## config.mk

```make
export PLATFORM = sky130hd
export DESIGN_NAME = shift_add_mac
export DESIGN_NICKNAME = d
export VERILOG_FILES = /design/src/rtl/shift_add_mac.sv
export SDC_FILE = /design/constraint.sdc
export NUM_CORES = 1
export LEC_CHECK = 0
export ABC_AREA = 1
export CORE_MARGIN = 1
export CORE_UTILIZATION = 35
export DETAILED_ROUTE_END_ITERATION = 16
export HOLD_SLACK_MARGIN = 0.08
export PLACE_DENSITY = 0.56
export SLEW_MARGIN = 10
export SYNTH_ARGS = -nofsm -noshare
export SYNTH_HDL_FRONTEND = slang
export SYNTH_SLANG_ARGS = --single-unit
export TNS_END_PERCENT = 20
```

## constraint.sdc

```tcl
create_clock -name clk -period 2 [get_ports clk]
set_input_delay 0.2 -clock clk [delete_from_list [all_inputs] [get_ports clk]]
set_output_delay 0.2 -clock clk [all_outputs]
set_load 0.02 [all_outputs]
```

## src/rtl/shift_add_mac.sv

```systemverilog
// Sequential shift-add multiply-accumulator: D = Q*M + R, one quotient bit per clock.
// Companion of the non-restoring divider, used for reconstruction and as a plain multiplier.
module shift_add_mac #(
  parameter int QW = 4,
  parameter int MW = 5
) (
  input  logic             clk,
  input  logic             rst,
  input  logic             start,
  input  logic [QW-1:0]    Q,
  input  logic [MW-1:0]    M,
  input  logic [MW-1:0]    R,
  output logic [QW+MW-1:0] D,
  output logic             busy,
  output logic             done
);

  localparam int DW = QW + MW;
  localparam int CW = (QW > 1) ? $clog2(QW) : 1;
  localparam logic [CW-1:0] LAST = CW'(QW - 1);

  typedef enum logic {IDLE, CALC} state_t;

  state_t          state_reg, state_next;
  logic [DW-1:0]   acc_reg, acc_next;
  logic [DW-1:0]   d_reg, d_next;
  logic [MW-1:0]   m_reg, m_next;
  logic [QW-1:0]   q_reg, q_next;
  logic [CW-1:0]   cnt_reg, cnt_next;
  logic            done_reg, done_next;
  logic [DW-1:0]   addend;
  logic [DW-1:0]   sum;

  // Partial product for the current quotient bit; the DW-wide accumulator cannot overflow.
  assign addend = DW'(m_reg) << cnt_reg;
  assign sum    = q_reg[0] ? (acc_reg + addend) : acc_reg;

  always_ff @(posedge clk) begin
    if (rst) begin
      state_reg <= IDLE;
      acc_reg   <= '0;
      d_reg     <= '0;
      m_reg     <= '0;
      q_reg     <= '0;
      cnt_reg   <= '0;
      done_reg  <= 1'b0;
    end else begin
      state_reg <= state_next;
      acc_reg   <= acc_next;
      d_reg     <= d_next;
      m_reg     <= m_next;
      q_reg     <= q_next;
      cnt_reg   <= cnt_next;
      done_reg  <= done_next;
    end
  end

  always_comb begin
    state_next = state_reg;
    acc_next   = acc_reg;
    d_next     = d_reg;
    m_next     = m_reg;
    q_next     = q_reg;
    cnt_next   = cnt_reg;
    done_next  = 1'b0;
    case (state_reg)
      IDLE: begin
        if (start) begin
          acc_next   = DW'(R);
          m_next     = M;
          q_next     = Q;
          cnt_next   = '0;
          state_next = CALC;
        end
      end
      CALC: begin
        acc_next = sum;
        q_next   = q_reg >> 1;
        cnt_next = cnt_reg + 1'b1;
        // Final step publishes this edge's sum directly so D never shows a partial value.
        if (cnt_reg == LAST) begin
          d_next     = sum;
          done_next  = 1'b1;
          cnt_next   = '0;
          state_next = IDLE;
        end
      end
      default: state_next = IDLE;
    endcase
  end

  assign D    = d_reg;
  assign busy = (state_reg == CALC);
  assign done = done_reg;

endmodule

```

==> results.md <==
* Run status: finished with violations
* Violated checks: setup timing
* Endpoint of the most critical register-to-register path: acc_reg[4]
* Path category of the worst min-delay check: reg -> reg
* CTS buffer count at 5
* RSZ-0062 raised after global routing: yes
* Fraction of layout cells with a size suffix above 1 at 18.9%
* Maximum clock skew at final layout at 5.92 ps
* Arrival @ worst endpoint at 2250 ps
* Minimum period implied by the final worst setup slack at 2050 ps
* Number of H-tree branching levels at 2
* Commonest non-fill, non-tap cells in the layout: nand2_1 (79), inv_1 (31), dfxtp_1 (29)
* Average instance area after synthesis at 6.72 um^2
* Overall routed net length at 4.25 mm
* Syn_nets at 289
* Number of synthesis warnings at 0
* I/O pin cnt at 28
* Total inserted antenna cells at 0
* Core Region at 4790 um^2
* Static power due to leakage at 1.06 nW
* Die Height at 72.9 um
* # rows at 25
* Peak supply drop at 344 uV
* Number of failing setup endpoints in the final timing report at 2
* Combined global-route utilization of all metal layers at 17.1%
* Post-detailed-route via-to-cell ratio at 4.61
* Fill cell total of the finished layout at 481
* Detailed Place HPWL at 3.16 mm
* Number of buffers inserted for hold repair after clock tree synthesis at 0
* Seq/Total Area, Yosys at 35.3%
* Worst R2R Path Depth at 13
* Slew Limit Headroom at 34.9%
* Chip width at 72.9 um
* First-pass GRT wire length at 6.98 mm
* Pin count of the biggest net entering global routing at 15
* Post-synthesis instance total at 262
* #FFs+latches synth at 31
* Async S/R FF share, synth at 0%
* Total Power at 0.00142 W
* Overflow after GRT at 0
* Number of clock sinks at 31
* Final worst-path cycle share at 102%
* End point of the most critical hold path: D[7]
* Min-Delay Startpoint: D[7]
* Count of different cell masters after synthesis at 28
* Root Driver: clkbuf_8
* Via count of the first global-routing pass at 1559
* CP Capture Type: register
* Worst R2R Start: cnt_reg[0]
* First drt pass iteration count at 4
* Most common cell after layout, fill and taps aside: nand2_1
* Count of buffers inserted at the top-level ports at 27
* Final GP Congestion at 0.764
* Required time reported for the critical path endpoint at 2210 ps
* Post-route ant nets at 0
* Number of DRC violations after detailed-routing iteration 0 at 53
* Hold WS at 447 ps
* Placement Cell Area at 2180 um^2
* Final net count at 330
* Final worst-path setup slack at -45.3 ps
* Total number of vias at 1702
* Die ar. at 5320 um^2
* Insertion delay to the later sink of the worst-skew pair at 270 ps
* Pwr per Cell Area at 604 nW/um^2
* Predominant post-synthesis flop cell: dfxtp_1
* Cell count of the worst hold path at 2
* Post-Place Worst Slack at -68.7 ps
* Fin. max-slew vios at 0
* Maximum clock insertion buffer count at 2
* Achievable frequency at 489 MHz
* Worst Path Max Fanout at 4
* Number of enable-type register cells in the synthesized netlist at 0
* Average wire length per cell after detail routing at 11.5 um
* Final hold violation count at 0
* Clock transition at the registers of the reported paths at 60 ps
* CTS tree: built
* Post-Route Setup TNS at -67.3 ps
* # Max-Cap Violations at 0
* Setup Crit Path Kind: reg -> reg
* Kind of start point of the critical path: register
* Area overhead of the layout relative to synthesis at 33.5%
* Synthesized cell area at 1760 um^2
* Flop2flop setup slack at -50 ps
* Antenna violations before repair at 0
* Remaining design rule violation count at 0
* Final non-filler cell area at 2350 um^2
* Transition at the pin with the smallest max-transition slack at 973 ps
* Starting Density at 36.8%
[Yosys cell counts (all sizes together), types with 3 or more instances]
library cell | n | share of area [%]
clkbuf | 3 | 0.64
ha | 9 | 6.4
nand3b | 3 | 1.3
dfxtp | 31 | 35
nor2 | 20 | 4.5
a31oi | 3 | 1.1
o21ai | 20 | 5.7
a21oi | 12 | 3.6
nand3 | 22 | 6.8
or2 | 7 | 2.5
buf | 6 | 2.1
nand2 | 83 | 18
inv | 33 | 7.0
[routing by layer]
metal | GRT usage, % | vias to the layer above | share of wire [%]
met5 | 0 | - | 0
met4 | 2.61 | 0 | 0.19
met3 | 3.87 | 2 | 2.7
met2 | 28.8 | 24 | 49
met1 | 22.7 | 756 | 48
li1 | - | 920 | -
[worst max-delay path, cell delays in order, from the launching register on]
cell     delay [ps]
dfxtp_4         370
buf_6           110
nand2_2          50
o21ai_1          70
inv_1            60
nand2_1          50
o21ai_1          60
ha_1            300
or2_1           250
and2_4          140
or2_0           230
nand3_2          90
nand3_2          70
a21oi_2         120
[kinds of logic (layout without fill, tap and decap cells)]
logic type | count (synthesis) | after routing | share of synthesized area [%]
simple gates | 138 | 138 | 34.0
flops | 31 | 31 | 35.3
buf+inv | 42 | 82 | 9.74
fa+ha+maj | 10 | 10 | 7.53
compound gates | 39 | 39 | 12.4
mux | 2 | 2 | 1.14
[per-stage QoR]
step                      utilization [%]  cells
after floorplan                         -    262
after global placement               45.5    362
after detailed placement             45.5    362
after CTS                            47.1    368
after global routing                 49.1    369
final                                49.1    369
[power by group]
part           switching, W  total, W  internal (W)
combinational      0.000166  0.000311      0.000145
clock              0.000208  0.000439      0.000231
sequential        0.0000264  0.000671      0.000644
total              0.000400   0.00142       0.00102
[layout make-up]
| cell class | instances | area (um^2) | area share [%] |
|---|---|---|---|
| Clock buffer | 6 | 72.6 | 3.09 |
| Multi-Input combinational cell | 189 | 1050 | 44.7 |
| Sequential cell | 31 | 626 | 26.6 |
| Inverter | 33 | 124 | 5.27 |
| Tap cell | 67 | 83.8 | 3.57 |
| Timing Repair Buffer | 43 | 394 | 16.8 |
[worst max path at each step]
stage                      end        from  slack, ps
finish              acc_reg[4]  cnt_reg[0]        -50
global route        acc_reg[8]  cnt_reg[0]       -180
CTS                 acc_reg[4]  cnt_reg[0]        -10
detailed placement  acc_reg[4]  cnt_reg[0]        -70
global placement    acc_reg[5]  cnt_reg[0]        -70
floorplan           acc_reg[4]  cnt_reg[0]         20
[what timing repair did]
action	CTS	global route
resized for setup	3	32
pin swaps	1	22
setup endpoints to repair	7	15
setup buffers	0	1
Power figures use the tool's default switching activity.
